### src/rtl/exit_park_pkg.sv
// Shared types and constants for the exit_park parking-exit controller.
package exit_park_pkg;

  localparam int SPACES = 8;
  localparam int IDX_W  = 3;
  localparam int FEE_W  = 16;

  typedef logic [1:0] state_t;

  localparam state_t ST_IDLE     = 2'd0;
  localparam state_t ST_CHECK    = 2'd1;
  localparam state_t ST_OPEN     = 2'd2;
  localparam state_t ST_WAIT_REL = 2'd3;

  function automatic logic [SPACES-1:0] space_mask(input logic [IDX_W-1:0] idx);
    space_mask = {{(SPACES-1){1'b0}}, 1'b1} << idx;
  endfunction

endpackage

### src/rtl/exit_park_gate_timer.sv
// Gate hold-open timer: load a cycle count, count down while enabled, flag the last cycle.
module exit_gate_timer #(
  parameter int CYCLES = 16
) (
  input  logic clk,
  input  logic rst_n,
  input  logic load_i,
  input  logic en_i,
  output logic done_o
);

  localparam int W = $clog2(CYCLES + 1);

  logic [W-1:0] cnt_q;
  logic [W-1:0] cnt_d;

  // Next count: load wins over decrement; stop at zero.
  always_comb begin
    cnt_d = cnt_q;
    if (load_i) begin
      cnt_d = W'(CYCLES);
    end else if (en_i && (cnt_q != {W{1'b0}})) begin
      cnt_d = cnt_q - {{(W-1){1'b0}}, 1'b1};
    end else begin
      cnt_d = cnt_q;
    end
  end

  // Countdown register.
  always_ff @(posedge clk or negedge rst_n) begin
    if (!rst_n) begin
      cnt_q <= {W{1'b0}};
    end else begin
      cnt_q <= cnt_d;
    end
  end

  assign done_o = en_i && (cnt_q == {{(W-1){1'b0}}, 1'b1});

endmodule

### src/rtl/exit_park.sv
// Parking exit controller: validates exit requests against the occupancy map and drives the gate.
// Optional per-space parking fee is enabled by defining EXIT_FEE_EN.
module exit_park
  import exit_park_pkg::*;
#(
  parameter int SPACES      = 8,
  parameter int GATE_CYCLES = 16
`ifdef EXIT_FEE_EN
  ,
  parameter int TICK_DIV    = 1000
`endif
) (
  input  logic              clk,
  input  logic              rst_n,
  input  logic              park_set,
  input  logic [IDX_W-1:0]  park_number,
  input  logic              exit_req,
  input  logic [IDX_W-1:0]  exit_number,
  output logic              exit_ack,
  output logic              exit_err,
  output logic              gate_open,
  output logic [SPACES-1:0] parking_capacity,
  output logic [7:0]        exit_count
`ifdef EXIT_FEE_EN
  ,
  output logic              fee_valid,
  output logic [FEE_W-1:0]  fee
`endif
);

  state_t             state_q, state_d;
  logic [IDX_W-1:0]   num_q, num_d;
  logic [SPACES-1:0]  cap_q, cap_d, clr_mask_s;
  logic [7:0]         cnt_q, cnt_d;
  logic               ack_q, ack_d, err_q, err_d, gate_q, gate_d;
  logic               load_s, done_s;

  // Exit FSM: decide in CHECK, hold the gate in OPEN, wait for request release.
  always_comb begin
    state_d    = state_q;
    num_d      = num_q;
    cnt_d      = cnt_q;
    ack_d      = 1'b0;
    err_d      = 1'b0;
    gate_d     = gate_q;
    clr_mask_s = {SPACES{1'b0}};
    load_s     = 1'b0;
    case (state_q)
      ST_IDLE: begin
        if (exit_req) begin
          num_d   = exit_number;
          state_d = ST_CHECK;
        end else begin
          state_d = ST_IDLE;
        end
      end
      ST_CHECK: begin
        if (cap_q[num_q]) begin
          clr_mask_s = space_mask(num_q);
          ack_d      = 1'b1;
          gate_d     = 1'b1;
          load_s     = 1'b1;
          cnt_d      = (cnt_q == 8'hFF) ? cnt_q : cnt_q + 8'd1;
          state_d    = ST_OPEN;
        end else begin
          err_d   = 1'b1;
          state_d = ST_WAIT_REL;
        end
      end
      ST_OPEN: begin
        if (done_s) begin
          gate_d  = 1'b0;
          state_d = ST_WAIT_REL;
        end else begin
          state_d = ST_OPEN;
        end
      end
      ST_WAIT_REL: begin
        if (!exit_req) begin
          state_d = ST_IDLE;
        end else begin
          state_d = ST_WAIT_REL;
        end
      end
      default: begin
        gate_d  = 1'b0;
        state_d = ST_IDLE;
      end
    endcase
  end

  // Clear from the exit path applies before the entry-side set, so a same-bit collision ends occupied.
  always_comb begin
    cap_d = cap_q & ~clr_mask_s;
    if (park_set) begin
      cap_d = cap_d | space_mask(park_number);
    end else begin
      cap_d = cap_d;
    end
  end

  // State and output registers.
  always_ff @(posedge clk or negedge rst_n) begin
    if (!rst_n) begin
      state_q <= ST_IDLE;
      num_q   <= {IDX_W{1'b0}};
      cap_q   <= {SPACES{1'b0}};
      cnt_q   <= 8'd0;
      ack_q   <= 1'b0;
      err_q   <= 1'b0;
      gate_q  <= 1'b0;
    end else begin
      state_q <= state_d;
      num_q   <= num_d;
      cap_q   <= cap_d;
      cnt_q   <= cnt_d;
      ack_q   <= ack_d;
      err_q   <= err_d;
      gate_q  <= gate_d;
    end
  end

  exit_gate_timer #(.CYCLES(GATE_CYCLES)) u_gate_timer (
    .clk    (clk),
    .rst_n  (rst_n),
    .load_i (load_s),
    .en_i   (state_q == ST_OPEN),
    .done_o (done_s)
  );

  assign exit_ack         = ack_q;
  assign exit_err         = err_q;
  assign gate_open        = gate_q;
  assign parking_capacity = cap_q;
  assign exit_count       = cnt_q;

`ifdef EXIT_FEE_EN
  logic [15:0]      pre_q;
  logic             tick_s;
  logic [FEE_W-1:0] fee_cnt_q [SPACES];
  logic [FEE_W-1:0] fee_q;
  logic             fee_valid_q;

  assign tick_s = (pre_q == 16'(TICK_DIV - 1));

  // Free-running prescaler, per-space tick counters and the fee snapshot taken with exit_ack.
  always_ff @(posedge clk or negedge rst_n) begin
    if (!rst_n) begin
      pre_q       <= 16'd0;
      fee_q       <= {FEE_W{1'b0}};
      fee_valid_q <= 1'b0;
      for (int i = 0; i < SPACES; i++) begin
        fee_cnt_q[i] <= {FEE_W{1'b0}};
      end
    end else begin
      pre_q       <= tick_s ? 16'd0 : pre_q + 16'd1;
      fee_valid_q <= ack_d;
      fee_q       <= ack_d ? fee_cnt_q[num_q] : fee_q;
      for (int i = 0; i < SPACES; i++) begin
        if (park_set && (park_number == IDX_W'(i))) begin
          fee_cnt_q[i] <= {FEE_W{1'b0}};
        end else if (tick_s && cap_q[i] && (fee_cnt_q[i] != {FEE_W{1'b1}})) begin
          fee_cnt_q[i] <= fee_cnt_q[i] + {{(FEE_W-1){1'b0}}, 1'b1};
        end else begin
          fee_cnt_q[i] <= fee_cnt_q[i];
        end
      end
    end
  end

  assign fee_valid = fee_valid_q;
  assign fee       = fee_q;
`endif

endmodule

### config.mk
export PLATFORM = sky130hd
export DESIGN_NAME = exit_park
export DESIGN_NICKNAME = d
export VERILOG_FILES = /design/src/rtl/exit_park_pkg.sv /design/src/rtl/exit_park_gate_timer.sv /design/src/rtl/exit_park.sv
export SDC_FILE = /design/constraint.sdc
export NUM_CORES = 1
export LEC_CHECK = 0
export BUFFER_PORTS_ARGS = -buffer_cell sky130_fd_sc_hd__buf_2
export CAP_MARGIN = 5
export CORE_ASPECT_RATIO = 1.75
export CORE_UTILIZATION = 48
export DETAILED_ROUTE_END_ITERATION = 16
export PLACE_DENSITY = 0.73
export SKIP_LAST_GASP = 1
export SLEW_MARGIN = 10
export SYNTH_ARGS = -nofsm -noshare
export SYNTH_HDL_FRONTEND = slang
export SYNTH_SLANG_ARGS = --single-unit
### constraint.sdc
create_clock -name clk -period 1.95 [get_ports clk]
set_clock_uncertainty 0.2 [all_clocks]
set_input_delay 0.0975 -clock clk [delete_from_list [all_inputs] [get_ports clk]]
set_output_delay 0.0975 -clock clk [all_outputs]
set_load 0.05 [all_outputs]
==> qor.yml <==
status: "complete, no violations"
fin_hold_ws_ns: 0.171
syn_area_per_cell_um2: 10.8
setup_tns_ns: 0
crit_required_ns: 1.91
syn_area_um2: 1400
cp-start-kind: "register"
max-vdd-ir-drop_uv: 1140
finalCritPeriodShare_pct: 97.0
rows: 25
p_leak_nw: 0.804
worstMarginPinSlew_ns: 0.625
yosys_warnings: 0
antenna_found_initial: 0
vias: 1140
netlist_top_cells_area: "dfrtp_1 52%, o21ai_0 5.0%, nand2b_1 3.6%"
synth_top_area_share_pct: 51.9
ios: 29
ys_seq_area_share_pct: 51.9
grt_pass1_wl_um: 5090
fillers: 231
cts_tree: "done"
area_growth_pct: 26.6
synth_xor_area_share_pct: 5.01
die_area_um2: 3140
grt_overflow: 0
grt_pass1_vias: 1184
synth_compound_area_share_pct: 11.2
drtPass1Iterations: 4
crit_type: "register to register"
routed_wirelength_um: 3060
hold_viol: 0
ys_async_sr_fraction_pct: 100
cts_sinks: 29
die_x_um: 42.8
yosysUniqueCellTypes: 32
die_h_um: 73.4
port_buffers: 28
cts_buffers: 5
relSlewSlack_pct: 58.4
mostFrequentLayoutCells: "28 x buf_2, 21 x dfrtp_1, 14 x o21ai_0, 10 x nand2_1, 10 x dlygate4sd3_1"
clk_pin_slew_ns: 0.06
avgViaCountPerCell: 5.62
powerDensity_nw_per_um2: 1790
netlist.top_cell.by_area: "dfrtp_1"
detail_route.wl_per_cell_um: 15.1
synthAdderAreaFrac_pct: 2.68
start_util_pct: 51.4
cts.path.max_buffers: 2
synth_ff_type: "dfrtp_1"
fin_util_pct: 65.1
synth_edf_count: 0
design_area_um2: 1770
synthSimpleGateAreaFrac_pct: 18.8
antenna_cells: 0
gp_congestion: 0.779
synth_nets: 142
maxCapViolations: 0
drv_slew: 0
insertion_delay_ns: 0.27
drive_above_1_share_pct: 30.7
drt_iter0_drc: 40
cts_root_buf: "clkbuf_8"
arrival_ns: 1.85
syn_inst: 129
crit_path_end_kind: "register"
crit_fanout: 6
final_common_cell: "buf_2"
period_needed_ns: 1.89
cts_max_level: 2
synthMuxAreaShare_pct: 7.51
min_path_type: "input port to async pin"
max_freq_mhz: 529
total_power_mw: 3.17
track_usage_pct: 22.4
synth_seq_cells: 29
synth_top_family_by_area: "simple AND/OR/NAND/NOR gates"
hpwl_um: 2160
nets: 188
core-area_um2: 2720
rsz0062_at_grt: "false"
dpl-instance-area_um2: 1590
setup-violations-final: 0
grt_max_degree: 30
drc: 0
drtAntennaViolNets: 0
-- registers in the layout (all words and copies together) (netlist names) --
| register | flops |
|---|---|
| gate_open | 1 |
| u_gate_timer.cnt_q | 5 |
| exit_err | 1 |
| exit_count | 8 |
| state_q | 2 |
| exit_ack | 1 |
| parking_capacity | 8 |
| num_q | 3 |
-- worst max-delay path, stage by stage, from the launching register on --
cell and delay, ns:
dfrtp_2 0.44, mux2_4 0.31, a2bb2oi_2 0.16, and4_4 0.22, and2_4 0.15, mux2_4 0.29
-- routing by layer --
metal | GRT usage (%) | share of wire (%) | vias to the layer above
li1 | - | - | 540
met1 | 19.7 | 34 | 555
met3 | 6.14 | 3.7 | 11
met4 | 13.9 | 4.0 | 0
met5 | 0 | 0 | -
met2 | 42.6 | 58 | 34
-- through the flow --
step                instances  worst slack (ns)
CTS                       203            0.0236
floorplan                 129           0.00613
global placement          185            0.0757
detailed placement        185            0.0363
finish                    203            0.0588
global route              203          0.000914
-- cell families after synthesis --
| group | count (synthesis) |
|---|---|
| XOR/XNOR | 8 |
| AND/OR/NAND/NOR | 48 |
| adder cells (fa/ha/maj) | 3 |
| AO/OA/AOI/OAI | 24 |
| flip-flops | 29 |
| multiplexers | 9 |
| buffers and inverters | 8 |
-- timing repair --
item / CTS / global route
hold endpoints to repair: 41 / 0
setup endpoints to repair: 0 / 3
buffers inserted: 0 / 0
hold buffers: 10 / 0
resized for setup: 0 / 1
-- synthesized netlist by cell type (3+ instances only) --
library cell	count
dfrtp_1	29
o21ai_0	14
nand2_1	10
nand2b_1	8
nor2_1	7
nand3_1	6
and3_1	5
inv_1	5
xnor2_1	5
mux2_2	4
o31ai_1	4
ha_1	3
mux2i_1	3
nand3b_1	3
xor2_1	3
-- path summary, 6_finish.rpt --
kind / start / endpoint / slack [ns] / cells after the start
min: rst_n / u_gate_timer.cnt_q[2]$_DFFE_PN0P_ / 0.17 / 2
max: num_q[1]$_DFFE_PN0P_ / exit_count[1]$_DFFE_PN0P_ / 0.06 / 5
max in group asynchronous: rst_n / exit_count[2]$_DFFE_PN0P_ / 0.93 / 2
max reg2reg: num_q[1]$_DFFE_PN0P_ / exit_count[1]$_DFFE_PN0P_ / 0.06 / 5
min in group clk: gate_open$_DFFE_PN0P_ / gate_open$_DFFE_PN0P_ / 0.27 / 1
min reg2reg: gate_open$_DFFE_PN0P_ / gate_open$_DFFE_PN0P_ / 0.27 / 1
-- power breakdown --
part           total, mW  switching, mW  internal [mW]
Combinational       1.58           1.02          0.561
Sequential          1.14          0.262          0.877
Clock              0.452          0.199          0.252
Total               3.17           1.48           1.69
-- layout make-up --
| cell class | count | area, um^2 | share of cell area, % |
|---|---|---|---|
| Clock buffer | 8 | 80.1 | 4.52 |
| Inverter | 5 | 18.8 | 1.06 |
| Multi-Input combinational cell | 92 | 632 | 35.7 |
| Sequential cell | 29 | 736 | 41.6 |
| Tap cell | 27 | 33.8 | 1.91 |
| Timing Repair Buffer | 42 | 270 | 15.3 |
(Power assumes the default switching activity.)
